==> src/rtl/pingpong_pkg.sv <==
// Shared types and key-bit indices for the LED table-tennis game core.
package pingpong_pkg;

   typedef enum logic [2:0] {SERVE, TO_P2, TO_P1, POINT, GAME_OVER} state_e;
   typedef enum logic {P1, P2} player_e;

   localparam int KEY_P1    = 3;
   localparam int KEY_NEW   = 2;
   localparam int KEY_PAUSE = 1;
   localparam int KEY_P2    = 0;

   localparam logic [1:0] WIN_NONE = 2'b00;
   localparam logic [1:0] WIN_P1   = 2'b01;
   localparam logic [1:0] WIN_P2   = 2'b10;

endpackage

==> src/rtl/pingpong_ctrl_step_timer.sv <==
// Ball step timer: counts 0..STEP_CYCLES-1 while enabled; tick is high exactly
// while the count sits at its last value, and holds along with the count when disabled.
module step_timer #(
   parameter int STEP_CYCLES = 12_500_000
) (
   input  logic clk,
   input  logic rst_n,
   input  logic clr,
   input  logic en,
   output logic tick
);

   localparam int CW = (STEP_CYCLES > 1) ? $clog2(STEP_CYCLES) : 1;
   localparam logic [CW-1:0] LAST = CW'(STEP_CYCLES - 1);

   logic [CW-1:0] cnt_q;
   logic [CW-1:0] cnt_d;
   logic          tick_q;

   assign cnt_d = (cnt_q == LAST) ? '0 : cnt_q + 1'b1;

   // tick is precomputed from the next count so it is registered yet aligned with cnt_q==LAST.
   always_ff @(posedge clk or negedge rst_n) begin
      if (!rst_n) begin
         cnt_q  <= '0;
         tick_q <= 1'b0;
      end else if (clr) begin
         cnt_q  <= '0;
         tick_q <= (LAST == '0);
      end else if (en) begin
         cnt_q  <= cnt_d;
         tick_q <= (cnt_d == LAST);
      end
   end

   assign tick = tick_q;

endmodule

==> src/rtl/pingpong_ctrl.sv <==
// Table-tennis game core: serve/rally/point FSM, one-hot ball position,
// score keeping and pause handling, all outputs registered.
module pingpong_ctrl
   import pingpong_pkg::*;
#(
   parameter int N_LED       = 8,
   parameter int STEP_CYCLES = 12_500_000,
   parameter int WIN_SCORE   = 11
) (
   input  logic             clk,
   input  logic             rst_n,
   input  logic [3:0]       key_flag,
   output logic [N_LED-1:0] led,
   output logic [3:0]       score1,
   output logic [3:0]       score2,
   output logic             point_pulse,
   output logic [1:0]       winner,
   output logic             paused
);

   localparam int PW = $clog2(N_LED);
   localparam logic [PW-1:0] POS_P1 = PW'(N_LED - 1);
   localparam logic [PW-1:0] POS_P2 = '0;
   localparam logic [3:0]    WIN    = 4'(WIN_SCORE);

   state_e           state_q;
   player_e          server_q;
   player_e          pt_win_q;
   logic [PW-1:0]    pos_q;
   logic [N_LED-1:0] led_q;
   logic [3:0]       score1_q;
   logic [3:0]       score2_q;
   logic             pulse_q;
   logic [1:0]       winner_q;
   logic             paused_q;

   logic in_rally;
   logic run;
   logic ret_hit;
   logic tick;

   function automatic logic [N_LED-1:0] onehot(input logic [PW-1:0] p);
      return N_LED'(1) << p;
   endfunction

   assign in_rally = (state_q == TO_P1) || (state_q == TO_P2);
   assign run      = in_rally && !paused_q;
   assign ret_hit  = run && (((state_q == TO_P2) && key_flag[KEY_P2] && (pos_q == POS_P2)) ||
                             ((state_q == TO_P1) && key_flag[KEY_P1] && (pos_q == POS_P1)));

   step_timer #(.STEP_CYCLES(STEP_CYCLES)) u_step_timer (
      .clk   (clk),
      .rst_n (rst_n),
      .clr   (!in_rally || key_flag[KEY_NEW] || ret_hit),
      .en    (run),
      .tick  (tick)
   );

   always_ff @(posedge clk or negedge rst_n) begin
      if (!rst_n) begin
         state_q  <= SERVE;
         server_q <= P1;
         pt_win_q <= P1;
         pos_q    <= POS_P1;
         led_q    <= onehot(POS_P1);
         score1_q <= '0;
         score2_q <= '0;
         pulse_q  <= 1'b0;
         winner_q <= WIN_NONE;
         paused_q <= 1'b0;
      end else begin
         pulse_q <= 1'b0;
         if (key_flag[KEY_NEW]) begin
            state_q  <= SERVE;
            server_q <= P1;
            pos_q    <= POS_P1;
            led_q    <= onehot(POS_P1);
            score1_q <= '0;
            score2_q <= '0;
            winner_q <= WIN_NONE;
            paused_q <= 1'b0;
         end else begin
            unique case (state_q)
               SERVE: begin
                  if (server_q == P1 && key_flag[KEY_P1]) state_q <= TO_P2;
                  else if (server_q == P2 && key_flag[KEY_P2]) state_q <= TO_P1;
               end
               TO_P2: begin
                  if (key_flag[KEY_PAUSE]) paused_q <= !paused_q;
                  if (!paused_q && (key_flag[KEY_P2] || tick)) begin
                     // A hit outranks a same-cycle tick; only a hit at the end LED is a return.
                     if (key_flag[KEY_P2] && pos_q == POS_P2) begin
                        state_q <= TO_P1;
                     end else if (!key_flag[KEY_P2] && pos_q != POS_P2) begin
                        pos_q <= pos_q - 1'b1;
                        led_q <= onehot(pos_q - 1'b1);
                     end else begin
                        state_q  <= POINT;
                        pt_win_q <= P1;
                        if (score1_q != WIN) begin
                           score1_q <= score1_q + 1'b1;
                           pulse_q  <= 1'b1;
                        end
                     end
                  end
               end
               TO_P1: begin
                  if (key_flag[KEY_PAUSE]) paused_q <= !paused_q;
                  if (!paused_q && (key_flag[KEY_P1] || tick)) begin
                     if (key_flag[KEY_P1] && pos_q == POS_P1) begin
                        state_q <= TO_P2;
                     end else if (!key_flag[KEY_P1] && pos_q != POS_P1) begin
                        pos_q <= pos_q + 1'b1;
                        led_q <= onehot(pos_q + 1'b1);
                     end else begin
                        state_q  <= POINT;
                        pt_win_q <= P2;
                        if (score2_q != WIN) begin
                           score2_q <= score2_q + 1'b1;
                           pulse_q  <= 1'b1;
                        end
                     end
                  end
               end
               POINT: begin
                  if (((pt_win_q == P1) ? score1_q : score2_q) == WIN) begin
                     state_q  <= GAME_OVER;
                     winner_q <= (pt_win_q == P1) ? WIN_P1 : WIN_P2;
                     led_q    <= '1;
                  end else begin
                     // The player who lost the point serves next.
                     state_q  <= SERVE;
                     server_q <= (pt_win_q == P1) ? P2 : P1;
                     pos_q    <= (pt_win_q == P1) ? POS_P2 : POS_P1;
                     led_q    <= onehot((pt_win_q == P1) ? POS_P2 : POS_P1);
                  end
               end
               GAME_OVER: ;
               default: state_q <= SERVE;
            endcase
         end
      end
   end

   assign led         = led_q;
   assign score1      = score1_q;
   assign score2      = score2_q;
   assign point_pulse = pulse_q;
   assign winner      = winner_q;
   assign paused      = paused_q;

endmodule

==> config.mk <==
export PLATFORM = sky130hd
export DESIGN_NAME = pingpong_ctrl
export DESIGN_NICKNAME = d
export VERILOG_FILES = /design/src/rtl/pingpong_pkg.sv /design/src/rtl/pingpong_ctrl_step_timer.sv /design/src/rtl/pingpong_ctrl.sv
export SDC_FILE = /design/constraint.sdc
export NUM_CORES = 1
export LEC_CHECK = 0
export ABC_AREA = 1
export BUFFER_PORTS_ARGS = -buffer_cell sky130_fd_sc_hd__buf_2
export CAP_MARGIN = 25
export CORE_MARGIN = 3
export CORE_UTILIZATION = 45
export DETAILED_ROUTE_END_ITERATION = 8
export HOLD_SLACK_MARGIN = 0.1
export PLACE_DENSITY = 0.74
export SETUP_SLACK_MARGIN = 0.2
export SYNTH_ARGS = -nofsm -noshare
export SYNTH_HDL_FRONTEND = slang
export SYNTH_SLANG_ARGS = --single-unit
==> constraint.sdc <==
create_clock -name clk -period 2 [get_ports clk]
set_input_delay 0.6 -clock clk [delete_from_list [all_inputs] [get_ports clk]]
set_output_delay 0.6 -clock clk [all_outputs]
set_load 0.02 [all_outputs]
---- Yosys cells after proc, flatten, opt, wreduce, memory -nomap -nowiden ----
Index checks and enable logic that the tools add are counted.
storage, ports and cells
  word-level logic and storage cells ...... 181
  ROM bits ................................ 0
  input port bits ......................... 6
  output and inout port bits .............. 20
  bits in latches ......................... 0
  bits in writable memories ............... 0
  bits in registers ....................... 53
  memories ................................ 0
cells by class
  bitwise logic cells ..................... 2
  div/mod/pow operators ................... 0
  multiply operators ...................... 0
  equal/unequal tests ..................... 33
  reduce and logical (&&, ||, !) cells .... 50
  shifts and indexed selects .............. 3
  muxes and demuxes ....................... 76
  $add $sub $neg .......................... 5
  magnitude comparators ................... 0
operators by type and width
  operator                                                                  count
  24-bit 2-to-1 mux                                                         3
  8-bit 2-to-1 mux                                                          8
  3-bit 2-to-1 mux                                                          19
  4-bit 2-to-1 mux                                                          13
  24-bit equality test (second input constant)                              2
  24-bit by 1-bit adder with 24-bit output (second input constant)          1
  1-bit 2-to-1 mux                                                          24
  8-bit one-hot mux with 3 select lines                                     1
  2-bit nonzero test                                                        12
  1-bit by 3-bit left shift with 8-bit output (first input constant)        3
  2-bit inequality test (second input constant)                             10
  4-bit inequality test (second input constant)                             5
  8-bit AND reduction                                                       2
  3-bit one-hot mux with 5 select lines                                     1
  1-bit logical AND                                                         14
  3-bit by 2-bit inequality test with 1-bit output (second input constant)  4
  3-bit inequality test (second input constant)                             4
  5-bit AND reduction                                                       2
  3-bit one-hot mux with 3 select lines                                     1
  4-bit by 1-bit adder with 4-bit output (second input constant)            2
  2-bit 2-to-1 mux                                                          4
  7-bit AND reduction                                                       1
  3-bit by 2-bit equality test with 1-bit output (second input constant)    2
  3-bit equality test (second input constant)                               2
  15 further kinds                                                          29

---- Longest topological paths before layout ----
Gate-level depths: netlist of the first run.
  depth after elaboration ................. 7
  gate-level depth with buffers ........... 14
  gate-level depth less buffers ........... 14

---- Hierarchy ----
Synthesis of the first run repeated with hierarchy kept, for this count alone.
unflattened totals
  cells, all modules ...................... 533
  area, all modules ....................... 3,694.8 µm²
modules (own cells, without submodules)
  module         seq. area each (µm²)  cells an instance  area each (µm²)  instances
  pingpong_ctrl  705.7                 271                1,958.1          1
  step_timer     625.6                 262                1,736.7          1

---- Worst setup path before layout of the first run ----
OpenSTA, ideal clock, no wires.
  path type ............................... flip-flop to flip-flop
  start point ............................. register pos_q[0]
  end point ............................... register led_q[2] (netlist: led[2])
  library setup time ...................... 0.083 ns
  buffers on the path ..................... 0
  arrival ................................. 1.740 ns
  required time ........................... 1.917 ns
  cell stages (with the launch flop) ...... 9
  clock period less this slack ............ 1.823 ns
  slack ................................... 0.177 ns
  cell sequence ........................... dfstp_2 -> ha_1 -> ha_1 -> or2_2 -> o21ai_2 -> nand4_2 -> nand2_4 -> nand2_2 -> o21ai_0
between the ends
  cells in the longest elaborated chain, start to end .. 7
  elaborated cells between the ends (all ways) .. 25
  those cells by class .................... add/sub (2); eq/ne (6); shift (2); mux (8); reduce/logical (7)
ends and longest elaborated chain
  element                                                                                                       RTL line                                   text
  start, declared                                                                                               pingpong_ctrl.sv:29                        logic [PW-1:0] pos_q;
  start signal, assigned                                                                                        pingpong_ctrl.sv:95                        pos_q <= pos_q - 1'b1;
  start signal, assigned                                                                                        pingpong_ctrl.sv:113                       pos_q <= pos_q + 1'b1;
  start signal, assigned                                                                                        pingpong_ctrl.sv:134                       pos_q <= (pt_win_q == P1) ? POS_P2 : POS_P1;
  3-bit by 1-bit adder with 3-bit output / 3-bit by 1-bit subtractor with 3-bit output (equally long branches)  pingpong_ctrl.sv:114, pingpong_ctrl.sv:96
  1-bit by 3-bit left shift with 8-bit output                                                                   pingpong_ctrl.sv:43                        return N_LED'(1) << p;
  8-bit 2-to-1 mux, on equally long branches                                                                    pingpong_ctrl.sv:112, pingpong_ctrl.sv:94
  8-bit 2-to-1 mux, on equally long branches                                                                    pingpong_ctrl.sv:110, pingpong_ctrl.sv:92
  8-bit 2-to-1 mux, on equally long branches                                                                    pingpong_ctrl.sv:109, pingpong_ctrl.sv:90
  8-bit one-hot mux with 3 select lines                                                                         pingpong_ctrl.sv:83                        unique case (state_q)
  8-bit 2-to-1 mux                                                                                              pingpong_ctrl.sv:73                        if (key_flag[KEY_NEW]) begin
  end signal, assigned                                                                                          pingpong_ctrl.sv:77                        led_q <= onehot(POS_P1);
  end signal, assigned                                                                                          pingpong_ctrl.sv:96                        led_q <= onehot(pos_q - 1'b1);
  end signal, assigned                                                                                          pingpong_ctrl.sv:114                       led_q <= onehot(pos_q + 1'b1);
  end, declared                                                                                                 pingpong_ctrl.sv:30                        logic [N_LED-1:0] led_q;
Parallel ways exist; a longest one is shown, timed or not. The select of a mux whose other input is x is not followed.
A chain may end at the register's enable or synchronous reset.

---- Worst setup path after layout of the first run ----
  start point ............................. register u_step_timer.cnt_q[7]
  end point ............................... register u_step_timer.tick_q (netlist: u_step_timer.tick)
between the ends
  cells in the longest elaborated chain, start to end .. 5
  elaborated cells between the ends (all ways) .. 6
  those cells by class .................... add/sub (1); eq/ne (2); mux (3)
ends and longest elaborated chain
  element                                                                                  RTL line                        text
  start, declared                                                                          pingpong_ctrl_step_timer.sv:16  logic [CW-1:0] cnt_q;
  start signal, assigned                                                                   pingpong_ctrl_step_timer.sv:31  cnt_q <= cnt_d;
  24-bit by 1-bit adder with 24-bit output / 24-bit equality test (equally long branches)  pingpong_ctrl_step_timer.sv:20  assign cnt_d = (cnt_q == LAST) ? '0 : cnt_q + 1'b1;
  24-bit 2-to-1 mux (*)                                                                    pingpong_ctrl_step_timer.sv:20
  24-bit equality test (*)                                                                 pingpong_ctrl_step_timer.sv:32  tick_q <= (cnt_d == LAST);
  1-bit 2-to-1 mux (*)                                                                     pingpong_ctrl_step_timer.sv:30  end else if (en) begin
  1-bit 2-to-1 mux (*)                                                                     pingpong_ctrl_step_timer.sv:27  end else if (clr) begin
  end signal, assigned                                                                     pingpong_ctrl_step_timer.sv:29  tick_q <= (LAST == '0);
  end signal, assigned                                                                     pingpong_ctrl_step_timer.sv:32
  end, declared                                                                            pingpong_ctrl_step_timer.sv:18  logic tick_q;
Every way passes the cells marked *; elsewhere a longest branch is shown, timed or not. The select of a mux whose other input is x is not followed.

==> results of run 1 <==
[path summary, 6_finish.rpt]
check / start / endpoint / slack [ns] / cells past startpoint
max in group asynchronous: rst_n / u_step_timer.cnt_q[7] / 1.17 / 2
max reg2reg: u_step_timer.cnt_q[7] / u_step_timer.tick / 0.18 / 10
min reg2reg: winner[0] / winner[0] / 0.48 / 2
min: rst_n / u_step_timer.cnt_q[2] / 0.26 / 1
max: u_step_timer.cnt_q[7] / u_step_timer.tick / 0.18 / 10
min in group clk: winner[0] / winner[0] / 0.48 / 2
[critical path: stages (launching register included)]
cell and delay [ns]:
dfrtp_2 0.46, nand2_1 0.10, nor2_2 0.26, nand2_4 0.12, xor2_2 0.21, nand2_1 0.08, nor2_1 0.16, nand3_1 0.11
nor2_1 0.13, nand2_1 0.07, nand2_1 0.05
[cell type report]
type                    instances  area, um^2
clock buffers                   5        68.8
inverters                      67         267
repair buffers                 63         435
repair inverters                2        15.0
flip-flops and latches         53        1340
clock inverters                 3        21.3
well taps                      99         124
multi-input cells             370        2130
fillers                       655        3010
[cell usage in the layout, fill, tap and decap left out, drive strengths merged, types with 3 or more instances in the layout]
cell type,n
a21oi,7
a31oi,6
buf,63
clkbuf,5
clkinvlp,5
dfrtp,49
dfstp,4
ha,7
inv,65
nand2,133
nand3,50
nand4,6
nor2,77
nor3,11
o21ai,32
o22ai,13
o31ai,3
xor2,7
[power by group through the flow]
stage / Clock, mW / Combinational, mW / Sequential, mW
5_1_grt: 0.685 / 2.30 / 1.44
3_3_place_gp: 0 / 1.49 / 1.43
3_5_place_dp: 0 / 1.52 / 1.43
6_report: 0.634 / 2.12 / 1.42
4_1_cts: 0.650 / 1.82 / 1.42
2_1_floorplan: 0 / 1.03 / 1.51
[layer usage]
layer | GRT usage (%) | vias up | share of wire (%)
li1 | - | 1760 | -
met1 | 28.3 | 1738 | 40
met2 | 38.4 | 178 | 50
met3 | 4.25 | 22 | 7.8
met4 | 5.29 | 0 | 2.2
met5 | 0 | - | 0
[state kept, by name, indices dropped and copies added (netlist names)]
signal and flops:
score1 4, score2 4, pt_win_q 1, point_pulse 1, state_q 3, u_step_timer.cnt_q 24
u_step_timer.tick 1, led 8, server_q 1, pos_q 3, winner 2, paused 1
[cells by family (layout without fill, tap and decap cells)]
logic type | after synthesis | in the layout
buffers and inverters | 74 | 140
DFF | 53 | 53
xor gates and xnor gates | 9 | 9
AOI/OAI and AO/OA | 70 | 70
and+or+nand+nor | 284 | 284
adders and majority gates | 7 | 7
[per-stage QoR]
| step | cells | TNS [ns] | total power [mW] |
|---|---|---|---|
| after CTS | 646 | 0 | 3.88 |
| final | 662 | 0 | 4.18 |
| after detailed placement | 625 | -0.0188 | 2.95 |
| after floorplan | 497 | 0 | 2.54 |
| after global placement | 625 | 0 | 2.92 |
| after global routing | 662 | 0 | 4.43 |
[timing repair]
item	4_1_cts	5_1_grt
cloned	0	2
pin swaps	15	22
resized for setup	21	62
endpoints found under the setup margin	38	45
buffers inserted	13	14
==> run_results.csv, run 1 <==
group,metric,value,unit
outcome,status,"completed",
yosys,synth_xor_area_share,2.26,%
floorplanning,die-area,0.00885,mm^2
sta,tightest_slew,0.561,ns
sta,slew_headroom,62.6,%
power,vdd.ir_drop.worst,781,uV
sta,finalCritPeriodShare,91.1,%
power,switchingPower,1.85,mW
sta,rsz0062_at_grt,"yes",
clocking,cts_buffer_depth,2,
power,p_leak,1.98,nW
setup_path,worstPathRequired,2.26,ns
placed_design,gp_congestion,0.998,
setup_path,start_kind,"flip-flop",
yosys,syn_area,0.00349,mm^2
yosys,synth_top_family_by_area,"simple AND/OR/NAND/NOR gates",
power,internal-power,2.33,mW
cells_and_area,drive_gt1_share,28.2,%
yosys,synth_compound_area_share,12.3,%
clocking,cts_made_buffers,5,
sta,clock_skew,0.00658,ns
setup_path,worstPathMaxFanout,6,
sta,slew_violations,0,
clocking,clk_latency,0.31,ns
yosys,syn_avg_cell_area,7.03,um^2
yosys,synth_edf_count,0,
worst_hold_path,hold_path_class,"input port to asynchronous set/reset pin",
yosys,synth_top_area_share,35.1,%
placed_design,dp_hpwl,6800,um
yosys,synthesis.instances,497,
sta,hold_viol_final,0,
drt,drt_iter0_drc,328,
yosys,synth_seq_area_share,38.1,%
sta,fin_ws,0.179,ns
drt,wirelength,9960,um
yosys,synth.area.mux_share,0,%
power,powerDensity,951,mW/mm^2
sta,fmax,549,MHz
yosys,yosysMostFrequentCell,"nand2_1",
placed_design,post-place-ws,-0.0188,ns
clocking,cts_tree,"done",
setup_path,endpoint_kind,"flip-flop",
yosys,synth_cell_types,44,
floorplanning,core,0.00741,mm^2
cells_and_area,fin_util,59.4,%
floorplanning,die_h,94.1,um
sta,final-setup-viol-count,0,
cells_and_area,insertedDiodeCount,0,
cells_and_area,area_growth_syn_to_layout,26.0,%
sta,fin_hold_ws,0.263,ns
global_routing,grt_max_degree,25,
floorplanning,dieWidth,94.1,um
power,combPwrFrac,50.8,%
clocking,root_buffer,"clkbuf_8",
clocking,clock-sinks,53,
floorplanning,start_util,47.1,%
yosys,yosysWarnings,0,
drt,routedWlPerCell,15.1,um
drt,final_antenna_net_count,0,
yosys,synthTopCellsByCount,"nand2_1, nor2_1, inv_1",
yosys,synthArstFlopShare,100,%
yosys,synth_flop_cell,"dfrtp_1",
sta,fin_crit,1.82,ns
yosys,synthesis.nets,510,
power,power_switching_share,44.3,%
cells_and_area,nets,575,
setup_path,path_class,"flip-flop to flip-flop",
drt,drc_errors,0,
run,cap_viol_max_count,0,
floorplanning,rows,31,
clocking,cts_max_level,2,
cells_and_area,fin_area,0.00440,mm^2
global_routing,grt_pass1_vias,3444,
yosys,ys_seq_elements,53,
global_routing,track_usage,22.1,%
power,p_clk_share,15.2,%
drt,via_per_inst,5.59,
global_routing,antenna_found_initial,0,
drt,vias,3698,
yosys,synth_area_leader_cell,"dfrtp_1",
yosys,synth_fa_ha_area_share,2.51,%
yosys,synthTopCellsByArea,"dfrtp_1, nand2_1, nor2_1",
global_routing,overflow,0,
yosys,synth-simple-area-share,36.2,%
drt,drtPass1Iterations,5,
placed_design,portBuffers,25,
placed_design,placed_area,0.00380,mm^2
floorplanning,boundaryPins,26,
power,seqPwrFrac,34.1,%
setup_path,arrival,2.08,ns
clocking,ctsHoldBuffers,0,
clocking,clk_pin_slew_worst_paths,0.10,ns
global_routing,grt_pass1_wl,15700,um
(Power assumes the default switching activity.)
==> inputs of run 2 (changes only) <==
--- a/config.mk
+++ b/config.mk
@@ -6,13 +6,13 @@
 export NUM_CORES = 1
 export LEC_CHECK = 0
 export ABC_AREA = 1
-export BUFFER_PORTS_ARGS = -buffer_cell sky130_fd_sc_hd__buf_2
 export CAP_MARGIN = 25
 export CORE_MARGIN = 3
 export CORE_UTILIZATION = 45
 export DETAILED_ROUTE_END_ITERATION = 8
+export DONT_BUFFER_PORTS = 1
 export HOLD_SLACK_MARGIN = 0.1
-export PLACE_DENSITY = 0.74
+export PLACE_DENSITY = 0.71
 export SETUP_SLACK_MARGIN = 0.2
 export SYNTH_ARGS = -nofsm -noshare
 export SYNTH_HDL_FRONTEND = slang
==> run 2 against run 1 <==
Against the previous run: critical path depth is 3 higher; clock power increased by 4.3%; die area did not move; clock skew up 0.0043 ns; count of clock-buffer cells in the layout increased by 1; highest routed layer unchanged; sequential cell count unchanged.
==> run_results.csv, run 2 (same netlist as run 1, synthesis figures left out) <==
group,metric,value,unit
floorplanning,die_h,94.1,um
global_routing,overflow,0,
setup_path,worstPathMaxFanout,3,
power,seqPwrFrac,36.1,%
placed_design,gp_congestion,0.910,
power,vdd.ir_drop.worst,953,uV
setup_path,path_class,"flip-flop to flip-flop",
sta,hold_viol_final,0,
setup_path,cp_cell_sequence,"inv_1, ha_4, nand2_2, nor2_2, nand2_2, nand3_4, nor2_4, nand3_2, nor2_2, nand2_1, nor2_2, nand2_1, nand2_1",
placed_design,dp_hpwl,6610,um
drt,routedWlPerCell,15.7,um
global_routing,grt_pass1_wl,15600,um
drt,vias,3443,
clocking,clock-sinks,53,
floorplanning,dieWidth,94.1,um
sta,fmax,535,MHz
power,switchingPower,1.89,mW
placed_design,dp_cells,599,
cells_and_area,regMostFlops,"u_step_timer.cnt_q",
cells_and_area,nets,541,
floorplanning,start_util,47.1,%
sta,slew_headroom,77.6,%
clocking,cts_made_buffers,5,
sta,final-setup-viol-count,0,
floorplanning,boundaryPins,26,
run,cap_viol_max_count,0,
setup_path,rrSetupSlack,0.13,ns
sta,slew_violations,0,
global_routing,grt_max_degree,50,
setup_path,start_kind,"flip-flop",
setup_path,r2r_end,"u_step_timer.tick",
drt,drt_iter0_drc,255,
sta,fin_crit,1.87,ns
power,power_switching_share,44.6,%
sta,tightest_slew,0.337,ns
setup_path,endpoint_kind,"flip-flop",
setup_path,cpPeakStageDelay,0.59,ns
drt,drc_errors,0,
setup_path,slowest_stage,"dfstp_2",
setup_path,worstPathRequired,2.25,ns
placed_design,portBuffers,0,
setup_path,r2r.worst_path.cells,13,
setup_path,timing.rr.start,"pos_q[1]",
power,p_clk_share,15.6,%
power,combPwrFrac,48.4,%
worst_hold_path,hold_path_class,"input port to asynchronous set/reset pin",
setup_path,startpoint,"pos_q[1]",
clocking,cts_buffer_depth,2,
cells_and_area,insertedDiodeCount,0,
drt,via_per_inst,5.48,
sta,clock_skew,0.0108,ns
floorplanning,die-area,0.00885,mm^2
setup_path,path_depth,13,
drt,final_antenna_net_count,0,
cells_and_area,final_common_cell,"nand2_1",
global_routing,grt_pass1_vias,3376,
floorplanning,core,0.00741,mm^2
setup_path,crit_path_end,"u_step_timer.tick",
clocking,root_buffer,"clkbuf_8",
floorplanning,rows,31,
drt,wirelength,9860,um
setup_path,cp_top_family,"simple AND/OR/NAND/NOR gates",
power,p_leak,1.82,nW
sta,rsz0062_at_grt,"yes",
cells_and_area,instances_no_fill,628,
clocking,cts_max_level,2,
clocking,cts_tree,"done",
drt,drtPass1Iterations,7,
setup_path,crit_buf_inv,1,
setup_path,arrival,2.12,ns
global_routing,antenna_found_initial,0,
power,powerDensity,983,mW/mm^2
cells_and_area,area_growth_syn_to_layout,23.7,%
power,internal-power,2.35,mW
cells_and_area,drive_gt1_share,26.5,%
clocking,clk_latency,0.32,ns
sta,finalCritPeriodShare,93.5,%
cells_and_area,final_cell_mix,"nand2_1, inv_1, nor2_1, dfrtp_1, nand3_1",
clocking,clk_pin_slew_worst_paths,0.10,ns
cells_and_area,largest_reg_flops,24,
outcome,status,"completed",
cells_and_area,fin_util,58.3,%
global_routing,track_usage,22.1,%
## run 2: cell types whose count changed in the layout (fill, tap and decap cells not counted), moves of 3 or more
cell / previous run / this run
buf_4: 36 / 25
buf_2: 25 / 0
nor2_1: 56 / 52
o21ai_0: 19 / 15
nor2_2: 11 / 14
o21ai_2: 3 / 8
## run 2: worst min path at each step
stage	startpoint	end	slack [ns]	depth (start not counted)
after floorplan	rst_n	led[0]	0.30	0
after global placement	rst_n	u_step_timer.cnt_q[22]	0.31	0
after detailed placement	rst_n	u_step_timer.cnt_q[22]	0.31	0
after CTS	rst_n	led[7]	0.11	0
after global routing	rst_n	u_step_timer.cnt_q[18]	0.13	1
final	rst_n	u_step_timer.cnt_q[21]	0.12	1
## run 2: power by group through the flow
stage               clock network (mW)  registers, mW  logic (mW)
detailed placement                   0           1.54        1.36
global route                     0.717           1.56        2.24
CTS                              0.676           1.53        1.66
floorplan                            0           1.51        1.03
global placement                     0           1.53        1.32
finish                           0.661           1.53        2.05
## run 2: area by class of cell
cell class	instances	area, um^2
fillers	680	3090
multi-input cells	370	2220
flip-flops and latches	53	1340
inverters	67	269
repair buffers	30	268
well taps	99	124
clock buffers	6	82.6
clock inverters	2	13.8
repair inverters	1	7.51
## run 2: metrics by stage
step                setup WS [ns]  power (mW)  setup TNS (ns)  instance area, um^2  hold slack (ns)
floorplan                   0.209        2.54               0                 3510            0.304
global placement           0.0174        2.85               0                 3660            0.306
detailed placement       -0.00497        2.90        -0.00497                 3660            0.306
CTS                         0.129        3.87               0                 3970            0.107
global route               0.0161        4.51               0                 4320            0.128
finish                      0.130        4.25               0                 4320            0.116
## run 2: worst register-to-register path: cells and delay by family, from the launching register on
kind	cells	cell delay, ns
flip-flops	1	0.59
AND/OR/NAND/NOR	11	0.97
buffers and inverters	1	0.09
adder cells (fa/ha/maj)	1	0.16
## run 2: routing by layer
layer | global-route usage (%) | share of wire [%] | up-vias
li1 | - | - | 1700
met1 | 27.9 | 42 | 1619
met2 | 37.3 | 49 | 97
met3 | 5.61 | 6.1 | 27
met4 | 6.50 | 2.6 | 0
met5 | 0 | 0 | -
## run 2: what timing repair did
action	in CTS	in global routing
setup buffers	9	9
cloned	0	1
gates resized for setup	30	79
setup endpoints to repair	43	48
hold buffers	1	1
pin swaps	16	17
endpoints found under the hold margin	49	4
==> inputs of run 3 (changes only) <==
--- a/config.mk
+++ b/config.mk
@@ -6,13 +6,14 @@
 export NUM_CORES = 1
 export LEC_CHECK = 0
 export ABC_AREA = 1
+export BUFFER_PORTS_ARGS = -buffer_cell sky130_fd_sc_hd__buf_2
 export CAP_MARGIN = 25
 export CORE_MARGIN = 3
 export CORE_UTILIZATION = 45
 export DETAILED_ROUTE_END_ITERATION = 8
-export DONT_BUFFER_PORTS = 1
+export GPL_ROUTABILITY_DRIVEN = 0
 export HOLD_SLACK_MARGIN = 0.1
-export PLACE_DENSITY = 0.71
+export PLACE_DENSITY = 0.74
 export SETUP_SLACK_MARGIN = 0.2
 export SYNTH_ARGS = -nofsm -noshare
 export SYNTH_HDL_FRONTEND = slang
==> run 3 against run 2 <==
Against the previous run: total power up 1.9%; utilization up 0.49 points; count of clock-buffer cells in the layout down 1; worst setup slack better by 0.013 ns; non-clock buffer count up 19.
==> run_results.csv, run 3 (same netlist as run 1, synthesis figures left out) <==
group,metric,value,unit
drt,final_antenna_net_count,0,
clocking,clk_latency,0.32,ns
sta,setup_tns,0,ns
clocking,cts_made_buffers,5,
clocking,cts_buffer_depth,2,
sta,slew_headroom,78.2,%
sta,fmax,539,MHz
floorplanning,die-area,0.00885,mm^2
floorplanning,dieWidth,94.1,um
setup_path,arrival,2.07,ns
clocking,root_buffer,"clkbuf_8",
global_routing,track_usage,21.7,%
sta,slew_violations,0,
clocking,clock-sinks,53,
placed_design,portBuffers,25,
setup_path,start_kind,"flip-flop",
drt,drtPass1Iterations,5,
floorplanning,rows,31,
cells_and_area,drive_gt1_share,28.7,%
sta,clock_skew,0.0181,ns
floorplanning,die_h,94.1,um
cells_and_area,insertedDiodeCount,0,
power,vdd.ir_drop.worst,710,uV
floorplanning,boundaryPins,26,
setup_path,worstPathRequired,2.21,ns
worst_hold_path,hold_path_class,"input port to asynchronous set/reset pin",
cells_and_area,regMostFlops,"u_step_timer.cnt_q",
power,powerDensity,994,mW/mm^2
clocking,clk_pin_slew_worst_paths,0.12,ns
drt,drt_iter0_drc,280,
drt,drc_errors,0,
sta,tightest_slew,0.326,ns
drt,vias,3669,
cells_and_area,nFillCells,681,
global_routing,antenna_found_initial,0,
drt,routedWlPerCell,15.5,um
sta,fin_crit,1.86,ns
sta,final-setup-viol-count,0,
drt,via_per_inst,5.65,
cells_and_area,nets,562,
cells_and_area,fin_area,0.00436,mm^2
sta,rsz0062_at_grt,"yes",
global_routing,grt_max_degree,54,
run,cap_viol_max_count,0,
sta,finalCritPeriodShare,92.8,%
cells_and_area,area_growth_syn_to_layout,24.7,%
clocking,cts_tree,"done",
outcome,status,"completed",
floorplanning,start_util,47.1,%
sta,hold_viol_final,0,
placed_design,placed_area,0.00380,mm^2
placed_design,dp_hpwl,6660,um
cells_and_area,final_cell_mix,"nand2_1, nor2_1, inv_1, nand3_1, dfrtp_1",
global_routing,grt_pass1_vias,3334,
setup_path,path_class,"flip-flop to flip-flop",
power,p_leak,1.91,nW
sta,fin_hold_ws,0.254,ns
global_routing,grt_pass1_wl,15600,um
setup_path,endpoint_kind,"flip-flop",
floorplanning,core,0.00741,mm^2
clocking,cts_max_level,2,
global_routing,overflow,0,
cells_and_area,final_common_cell,"nand2_1",
drt,wirelength,10000,um
setup_path,worstPathMaxFanout,3,
cells_and_area,largest_reg_flops,24,
run 3: cell types whose count changed in the layout (fill, tap and decap cells not counted), moves of 2 or more:
| cell | previous run | this run |
|---|---|---|
| nor2_1 | 52 | 54 |
| nand2_8 | 2 | 0 |
| buf_2 | 0 | 25 |
| dfrtp_2 | 3 | 7 |
| buf_4 | 25 | 19 |
| buf_12 | 1 | 4 |
| dfrtp_1 | 46 | 42 |
| inv_1 | 54 | 52 |
| nand2_1 | 113 | 115 |
| inv_4 | 2 | 4 |
| o21ai_2 | 8 | 6 |
run 3: repair_timing:
| action | in CTS | in global routing |
|---|---|---|
| setup endpoints to repair | 35 | 47 |
| buffers inserted | 10 | 3 |
| hold buffers | 0 | 0 |
| cloned | 1 | 2 |
| gates resized for setup | 19 | 80 |
| pin swaps | 11 | 25 |
run 3: power by group:
part	internal [mW]	switching [mW]
Combinational	0.839	1.37
Sequential	1.27	0.186
Clock	0.263	0.404
Total	2.37	1.96
run 3: path summary, 6_finish.rpt:
| path | startpoint | end | slack (ns) | depth (start not counted) |
|---|---|---|---|---|
| setup / recovery | pos_q[0] | u_step_timer.cnt_q[1] | 0.14 | 10 |
| hold / removal | rst_n | led[1] | 0.25 | 2 |
| setup reg to reg | pos_q[0] | u_step_timer.cnt_q[1] | 0.14 | 10 |
| hold reg to reg | winner[0] | winner[0] | 0.49 | 2 |
| max in group asynchronous | rst_n | led[7] | 1.46 | 2 |
| min in group clk | winner[0] | winner[0] | 0.49 | 2 |
run 3: final cells by class:
| class | instances | area, um^2 | share of cell area, % |
|---|---|---|---|
| Tap cell | 99 | 124 | 2.84 |
| Clock buffer | 5 | 68.8 | 1.58 |
| Timing Repair Buffer | 49 | 359 | 8.24 |
| Multi-Input combinational cell | 370 | 2140 | 49.2 |
| Clock inverter | 3 | 28.8 | 0.661 |
| Timing Repair inverter | 3 | 21.3 | 0.488 |
| Inverter | 67 | 272 | 6.23 |
| Sequential cell | 53 | 1340 | 30.8 |
run 3: metrics by stage:
stage	total power [mW]	instances	utilization, %	worst slack (ns)
after detailed placement	2.96	625	51.4	-0.00265
after CTS	3.96	644	55.0	0.140
final	4.33	649	58.8	0.143
after floorplan	2.54	497	-	0.209
after global placement	2.93	625	51.4	0.0941
after global routing	4.57	649	58.8	0.0736
run 3: critical path, cell delays in order, from the launching register on:
cell and delay [ns]:
dfstp_2 0.62, ha_4 0.15, ha_4 0.12, nand2_1 0.07
inv_2 0.07, nand2_4 0.07, nand3_4 0.10, nor2_4 0.06
buf_12 0.14, buf_4 0.13, a32o_1 0.22
run 3: layer usage:
| metal | global-route usage [%] | part of all wire (%) |
|---|---|---|
| met1 | 28.5 | 41 |
| met2 | 36.8 | 50 |
| met3 | 4.17 | 7.5 |
| met4 | 5.17 | 1.3 |
| met5 | 0 | 0 |
